<file path="src/rtl/cdc_seq_pkg.sv">
// Shared types and constants for the datapath operation sequencer.
// Imported by the sequencer top and its timeout counter.
package cdc_seq_pkg;

    localparam int DATA_WIDTH_DEF = 8;
    localparam int FRAME_BITS = 2 * DATA_WIDTH_DEF;

    typedef enum logic [2:0] {
        IDLE,
        LOAD,
        HANDOFF,
        COLLECT,
        RESP
    } seq_state_e;

    localparam logic [1:0] DP_IDLE      = 2'd0;
    localparam logic [1:0] DP_SHIFT_IN  = 2'd1;
    localparam logic [1:0] DP_WAIT      = 2'd2;
    localparam logic [1:0] DP_SHIFT_OUT = 2'd3;

    function automatic int frame_bits(input int dw);
        return 2 * dw;
    endfunction

endpackage

</file>
<file path="src/rtl/seq_timeout_counter.sv">
// Cycle counter bounding the HANDOFF+COLLECT phase of one operation.
// expired is high during the last permitted cycle of that phase.
module seq_timeout_counter #(
    parameter int TIMEOUT_CYCLES = 255
) (
    input  logic clk,
    input  logic rst_n,
    input  logic enable,
    input  logic clear,
    output logic expired
);

    localparam int W = $clog2(TIMEOUT_CYCLES + 1);

    logic [W-1:0] count;

    assign expired = (count == W'(TIMEOUT_CYCLES - 1));

    always_ff @(posedge clk or negedge rst_n) begin
        if (!rst_n) begin
            count <= '0;
        end else if (clear) begin
            count <= '0;
        end else if (enable && !expired) begin
            count <= count + 1'b1;
        end
    end

endmodule

</file>
<file path="src/rtl/cdc_op_sequencer.sv">
// Host-side sequencer: serializes {A,B} into the datapath, hands off,
// collects the returned {B,C} frame and presents it as a response.
module cdc_op_sequencer
    import cdc_seq_pkg::*;
#(
    parameter int DATA_WIDTH     = 8,
    parameter int TIMEOUT_CYCLES = 255
) (
    input  logic                  clk_i,
    input  logic                  rst_ni,
    input  logic                  en_i,
    input  logic                  req_valid_i,
    output logic                  req_ready_o,
    input  logic [DATA_WIDTH-1:0] req_a_i,
    input  logic [DATA_WIDTH-1:0] req_b_i,
    input  logic [2:0]            req_op_i,
    output logic                  rsp_valid_o,
    input  logic                  rsp_ready_i,
    output logic [DATA_WIDTH-1:0] rsp_b_o,
    output logic [DATA_WIDTH-1:0] rsp_c_o,
    output logic                  rsp_err_o,
    output logic                  busy_o,
    output logic                  dp_en_o,
    output logic [2:0]            dp_ctl_o,
    output logic                  dp_new_data_o,
    output logic                  dp_data_o,
    output logic                  dp_done_shifting_o,
    input  logic                  dp_data_i,
    input  logic                  dp_new_data_i,
    input  logic [1:0]            dp_state_i
);

    localparam int FB = frame_bits(DATA_WIDTH);
    localparam int CW = $clog2(FB + 1);

    seq_state_e state, state_nx;

    logic [FB-1:0] tx;
    logic [FB-1:0] rx;
    logic [FB-1:0] rx_nx;
    logic [CW-1:0] load_cnt;
    logic [CW-1:0] rx_cnt;
    logic [CW-1:0] rx_cnt_nx;
    logic [2:0]    ctl;
    logic          err;
    logic          accept;
    logic          sample;
    logic          tmo;
    logic          tmo_run;

    assign accept  = en_i && (state == IDLE) && req_valid_i;
    assign sample  = (state == COLLECT) && (dp_state_i == DP_SHIFT_OUT);
    assign tmo_run = en_i && ((state == HANDOFF) || (state == COLLECT));

    // Capture happens before the frame-length check on the same cycle.
    assign rx_nx = sample ? {rx[FB-2:0], dp_data_i} : rx;
    assign rx_cnt_nx = (sample && (rx_cnt != CW'(FB)))
                     ? rx_cnt + 1'b1 : rx_cnt;

    seq_timeout_counter #(
        .TIMEOUT_CYCLES(TIMEOUT_CYCLES)
    ) u_timeout (
        .clk    (clk_i),
        .rst_n  (rst_ni),
        .enable (tmo_run),
        .clear  (accept),
        .expired(tmo)
    );

    always_ff @(posedge clk_i or negedge rst_ni) begin
        if (!rst_ni) begin
            state <= IDLE;
        end else if (en_i) begin
            state <= state_nx;
        end
    end

    always_comb begin
        state_nx = state;
        unique case (state)
            IDLE: begin
                if (req_valid_i) state_nx = LOAD;
            end
            LOAD: begin
                if (load_cnt == CW'(FB - 1)) state_nx = HANDOFF;
            end
            HANDOFF: begin
                state_nx = COLLECT;
            end
            COLLECT: begin
                if (dp_new_data_i || tmo) state_nx = RESP;
            end
            RESP: begin
                if (rsp_ready_i) state_nx = IDLE;
            end
            default: begin
                state_nx = IDLE;
            end
        endcase
    end

    always_ff @(posedge clk_i or negedge rst_ni) begin
        if (!rst_ni) begin
            tx       <= '0;
            rx       <= '0;
            load_cnt <= '0;
            rx_cnt   <= '0;
            ctl      <= '0;
            err      <= 1'b0;
        end else if (en_i) begin
            if (accept) begin
                tx       <= {req_a_i, req_b_i};
                ctl      <= req_op_i;
                load_cnt <= '0;
                rx       <= '0;
                rx_cnt   <= '0;
                err      <= 1'b0;
            end
            if (state == LOAD) begin
                tx       <= {tx[FB-2:0], 1'b0};
                load_cnt <= load_cnt + 1'b1;
            end
            if (state == COLLECT) begin
                rx     <= rx_nx;
                rx_cnt <= rx_cnt_nx;
                // A real end-of-frame pulse wins over a same-cycle timeout.
                if (dp_new_data_i) begin
                    err <= (rx_cnt_nx != CW'(FB));
                end else if (tmo) begin
                    err <= 1'b1;
                end
            end
        end
    end

    assign req_ready_o        = en_i && (state == IDLE);
    assign rsp_valid_o        = (state == RESP);
    assign rsp_b_o            = rx[FB-1:DATA_WIDTH];
    assign rsp_c_o            = rx[DATA_WIDTH-1:0];
    assign rsp_err_o          = err;
    assign busy_o             = (state != IDLE);
    assign dp_en_o            = en_i;
    assign dp_ctl_o           = ctl;
    assign dp_new_data_o      = en_i && (state == LOAD);
    assign dp_data_o          = (state == LOAD) && tx[FB-1];
    assign dp_done_shifting_o = en_i && (state == HANDOFF);

endmodule

</file>
<file path="config.mk">
export PLATFORM = sky130hd
export DESIGN_NAME = cdc_op_sequencer
export DESIGN_NICKNAME = d
export VERILOG_FILES = /design/src/rtl/cdc_seq_pkg.sv /design/src/rtl/seq_timeout_counter.sv /design/src/rtl/cdc_op_sequencer.sv
export SDC_FILE = /design/constraint.sdc
export NUM_CORES = 1
export LEC_CHECK = 0
export ABC_AREA = 1
export BUFFER_PORTS_ARGS = -buffer_cell sky130_fd_sc_hd__buf_2
export CORE_MARGIN = 3
export CORE_UTILIZATION = 55
export DETAILED_ROUTE_END_ITERATION = 8
export GPL_ROUTABILITY_DRIVEN = 1
export PLACE_DENSITY = 0.81
export SETUP_SLACK_MARGIN = 0.4
export SLEW_MARGIN = 20
export SYNTH_ARGS = -nofsm -noshare
export SYNTH_HDL_FRONTEND = slang
export SYNTH_HIERARCHICAL = 1
export SYNTH_SLANG_ARGS = --single-unit
</file>
<file path="constraint.sdc">
create_clock -name clk_i -period 2.15 [get_ports clk_i]
set_input_delay 0.1075 -clock clk_i [delete_from_list [all_inputs] [get_ports clk_i]]
set_output_delay 0.1075 -clock clk_i [all_outputs]
set_load 0.005 [all_outputs]
</file>
**Word-level counts from Yosys, hierarchy flattened**

Index checks and enable logic that the tools add are counted.

- Word-level logic and storage cells: 67
- Memories kept: 0
- Bits in read-only memories: 0
- Latch bits: 0
- Flip-flop bits (word level): 57
- Output and inout port bits: 27
- Bits in writable memories: 0
- Bits of input ports: 28

- Magnitude comparators: 0
- Eq/ne operators: 14
- Div/mod/pow operators: 0
- Bitwise gates (word level): 0
- Multiply operators: 0
- Shift-type cells: 0
- Muxes and demuxes: 20
- Reductions and logical operators: 22
- Add/sub/neg operators: 3

Operator list:

| operator | count |
|---|---|
| 16-bit two-way mux | 5 |
| 5-bit two-way mux | 4 |
| 8-bit two-way mux | 2 |
| 3-bit case mux with 5 select lines | 1 |
| 3-bit two-way mux | 4 |
| 5-bit by 1-bit adder with 5-bit output, second input constant | 2 |
| 5-bit != test, second input constant | 2 |
| 1-bit logical AND | 9 |
| 8-bit by 1-bit adder with 8-bit output, second input constant | 1 |
| 8-bit == test, second input constant | 1 |
| 3-bit by 2-bit == test with 1-bit output, second input constant | 2 |
| 2-bit != test, second input constant | 3 |
| 2-bit AND reduction | 3 |
| 2-bit nonzero test | 3 |
| 5-bit by 4-bit == test with 1-bit output, second input constant | 1 |
| 5-bit AND reduction | 1 |
| 1-bit two-way mux | 4 |
| 2-bit by 1-bit != test with 1-bit output, second input constant | 2 |
| 3-bit by 1-bit == test with 1-bit output, second input constant | 1 |
| 3-bit == test, second input constant | 1 |
| 3-bit logical NOT | 1 |
| 3-bit AND reduction | 1 |
| 3-bit nonzero test | 1 |
| 2-bit == test, second input constant | 1 |
| 2 further kinds | 3 |

**Depth between registers and ports, before layout**

- Depth in word-level cells: 7
- Depth in mapped cells: 12
- Depth with buffers taken out: 12

**Modules after synthesis**

Netlist, hierarchy kept.

By module, submodules not included:

| module | cells an instance | sequential area each (sq um) | area an instance (sq um) | instances |
|---|---|---|---|---|
| cdc_op_sequencer | 280 | 1,226.2 | 2,368.5 | 1 |
| seq_timeout_counter | 71 | 200.2 | 510.5 | 1 |

**Least setup slack after synthesis**

Ideal clock, no wire load.

- Path kind: register to register
- From: register state[2]
- To: register u_timeout.count[6]
- Period minus slack after synthesis: 1,607 ps
- Stages on the path, launching flop included: 11
- Required time: 2,032 ps
- Data arrival time: 1,488 ps
- Setup slack: 543 ps
- Path through: dfrtp_1 > nor2_2 > nand2_2 > nor2_4 > nand2_4 > inv_1 > inv_1 > nand2_4 > clkinv_4 > nand2_1 > nand2_1

- Elaborated cells between the ends (all ways): 10
- Those cells by class: 2 x eq/ne; 1 x mux; 7 x reduce/logical

RTL lines:

| item | RTL line | text |
|---|---|---|
| start, declared | cdc_op_sequencer.sv:36 | `seq_state_e state, state_nx;` |
| start signal, assigned | cdc_op_sequencer.sv:74 | `state <= state_nx;` |
| 3-bit logical NOT (*) | n/a |  |
| 1-bit logical AND (*) | n/a |  |
| net req_ready_o | cdc_op_sequencer.sv:13 | `output logic req_ready_o,` |
| 1-bit logical AND (*) | cdc_op_sequencer.sv:51 | `assign accept = en_i && (state == IDLE) && req_valid_i;` |
| net accept | cdc_op_sequencer.sv:46 | `logic accept;` |
| 8-bit two-way mux / 2-bit nonzero test (equally long branches) | n/a |  |
| end signal, assigned | seq_timeout_counter.sv:25 | `count <= count + 1'b1;` |
| end, declared | seq_timeout_counter.sv:15 | `logic [W-1:0] count;` |

Mark *: on every way through the listed nets, which the timed path passes. The rest lies on a longest branch.
A chain may end at the register's enable or synchronous reset.

**Final worst setup path**

- From: register state[0]
- To: register u_timeout.count[7]

- Elaborated cells between the ends (all ways): 10
- Those cells by class: 2 x eq/ne; 1 x mux; 7 x reduce/logical

RTL lines:

| item | RTL line |
|---|---|
| 3-bit logical NOT (*) | cdc_op_sequencer.sv:51 |
| 1-bit logical AND (*) (2 in a row) | cdc_op_sequencer.sv:51 |
| net accept | cdc_op_sequencer.sv:46 |
| 8-bit two-way mux / 2-bit nonzero test (equally long branches) | n/a |

Marks and branches as above.

==> impl_metrics.csv <==
group,metric,value,unit
sta,fin_skew,11.5,ps
floorplan,start_util,0.590,
final_layout,final_core_util,0.731,
synth,ys_seq_area_frac,0.495,
flow_run,cap_viol_max_count,0,
grt,antenna_found_initial,0,
worst_hold_path,hold_end,"rx[0]$_DFFE_PN0P_",
sta,finalSetupViolations,0,
final_layout,drive_above_1_share,0.256,
floorplan,rows,25,
sta,timing.setup.tns,0,ps
sta,worstMarginPinSlew,436,ps
grt,grt_first_pass_wirelength,10400,µm
synth,synthDominantCellAreaShare,0.495,
synth,synth_area,2880,µm²
critical_path,worstReg2RegEnd,"u_timeout/count[7]$_DFFE_PN0P_",
final_layout,nNetsFinal,459,
grt,grt_max_degree,25,
critical_path,required,2370,ps
drt,finalWirelength,6080,µm
synth,yosys.area.top_type,"dfrtp_1",
final_layout,fillers,379,
floorplan,die_w,78.4,µm
clocking,clock_path_buffers,2,
drt,ant_nets,0,
sta,period_needed,1640,ps
critical_path,arrival,1860,ps
sta,slew_viol_final,0,
critical_path,rrSetupSlack,510,ps
sta,fmax,611,MHz
synth,syn_avg_cell_area,8.20,µm²
grt,grt_overflow,0,
drt,firstDrtPassIters,4,
clocking,clock-root-buffer,"clkbuf_8",
drt,drcViolationCount,0,
critical_path,critPathMaxFanout,7,
sta,rsz0062_at_grt,"true",
placed_design,dp_hpwl,4340,µm
synth,synth.most_common_cell,"nand2_1",
critical_path,end_kind,"register",
sta,hold_viol,0,
synth,synth_edf_count,0,
sta,final.period_utilization,0.761,
final_layout,syn_to_final_growth,23.9,%
synth,synthTopCellsByArea,"dfrtp_1 50%, nand2_1 11%, inv_1 7.4%, nand3_1 4.0%, o211ai_1 3.9%",
grt,grt_pass1_vias,2415,
worst_hold_path,hp-start,"dp_data_i",
synth,netlist_top_cells_count,"82 x nand2_1, 57 x dfrtp_1, 57 x inv_1",
synth,yosys_register_bits,57,
grt,groute.usage.overall,0.214,
power,total_leakage_power,1.82,nW
critical_path,worstSetupPathType,"register to register",
drt,via_count,2535,
critical_path,cp-start-kind,"register",
clocking,cts.sinks,57,
critical_path,reg2reg_depth,9,
drt,drt_iter0_drc,124,
worst_hold_path,holdCritPathClass,"primary input to register",
power,p_total,4.28,mW
floorplan,die_area,6140,µm²
clocking,clkTransAtPathRegs,60,ps
clocking,cts_buffers,9,
floorplan,die_y,78.4,µm
final_layout,antenna_cells,0,
synth,synthFlopType,"dfrtp_1",
clocking,cts_max_level,3,
floorplan,fp.coreArea,4880,µm²
critical_path,timing.rr.start,"state[0]$_DFFE_PN0P_",
synth,synth_cell_types,29,
drt,viasPerCell,5.11,
drt,wl_per_cell,12.3,µm
synth,synth_nets,385,
power,irDropWorstVdd,0.000796,V
outcome,status,"finished clean",
floorplan,io_pins,55,
synth,yosys_warnings,6,
clocking,clk_latency,330,ps
synth,synthArstFlopShare,1.00,
placed_design,gp_congestion,0.847,
power,powerDensity,1200,nW/µm²
worst_hold_path,hold_path_depth,3,
sta,max_slew_margin,0.709,
clocking,cts_tree,"done",
synth,syn_inst,351,
placed_design,port_buffers,54,
[worst max-delay path by stage]
stage,from,slack [ps],end,cells past startpoint
after floorplan,state[2]$_DFFE_PN0P_,540,u_timeout/count[6]$_DFFE_PN0P_,10
after global placement,state[2]$_DFFE_PN0P_,390,u_timeout/count[4]$_DFFE_PN0P_,10
after detailed placement,state[2]$_DFFE_PN0P_,340,u_timeout/count[3]$_DFFE_PN0P_,10
after CTS,state[2]$_DFFE_PN0P_,400,rx[8]$_DFFE_PN0P_,8
after global routing,state[2]$_DFFE_PN0P_,390,u_timeout/count[1]$_DFFE_PN0P_,10
final,state[0]$_DFFE_PN0P_,510,u_timeout/count[7]$_DFFE_PN0P_,9
[timing repair]
item                       4_1_cts  5_1_grt
setup endpoints to repair        6       46
hold endpoints to repair        21        0
buffers inserted                 0        7
resized for setup                1       11
pin swaps                        0        4
hold buffers                     5        0
[metal layers]
metal	global-route usage	vias to the layer above	routed length, µm
li1	-	1282	-
met5	0	-	0
met4	0.0997	0	113
met3	0.0424	11	235
met2	0.352	55	2890
met1	0.273	1187	2830
[final cells by class]
type,count,area [µm²],share of cell area
Sequential cell,57,1430,0.400
Multi-Input combinational cell,224,1190,0.333
Timing Repair Buffer,72,430,0.121
Inverter,61,241,0.0677
Clock buffer,10,138,0.0386
Tap cell,67,83.8,0.0235
Clock inverter,5,56.3,0.0158
[where the power goes]
group | leakage, nW | total (mW) | internal [mW] | switching (mW)
logic | 0.979 | 1.67 | 0.641 | 1.02
clock network | 0.0981 | 0.975 | 0.557 | 0.418
registers | 0.746 | 1.64 | 1.41 | 0.230
total | 1.82 | 4.28 | 2.61 | 1.67
[cells in the final DEF (no fill, tap or decap), types with 5 or more instances in the layout]
cell type / count
nand2_1: 81
dfrtp_1: 55
buf_2: 54
inv_1: 53
nor2_1: 23
nand3_1: 23
o21ai_0: 18
o22ai_1: 17
o211ai_1: 15
buf_4: 12
clkbuf_8: 10
o21ai_1: 8
nand2_2: 6
ha_1: 6
inv_2: 5
a21oi_1: 5
dlygate4sd3_1: 5
[logic make-up (layout without fill, tap and decap cells)]
logic type,after synthesis,after routing,share of synthesized area
AOI/OAI and AO/OA,67,67,0.143
xor gates and xnor gates,3,3,0.00913
adders and majority gates,6,6,0.0261
buffers and inverters,70,148,0.0987
DFF,57,57,0.495
and+or+nand+nor,148,148,0.227
[through the flow]
step,instances,hold WS (ps),instance area (µm²),setup slack (ps)
finish,496,27.9,3570,513
global route,496,36.6,3570,395
CTS,489,24.7,3480,398
detailed placement,469,65.6,3230,340
global placement,469,64.8,3230,389
floorplan,351,-188,2880,543
[worst max-delay path: stages, from the launching register on]
cell and delay [ps]:
dfrtp_2 450, nor2_4 130, nand2_2 80, nor2_4 140, nand2_4 120, clkinvlp_4 160
clkinvlp_4 140, buf_4 160, nand4_1 100, nand2_1 50
[sequential cells by signal (all words and copies together) (netlist names)]
register,cells
dp_ctl_o,3
state,3
rsp_err_o,1
rx,16
load_cnt,5
rx_cnt,5
u_timeout/count,8
tx,16
Power figures use the tool's default switching activity.
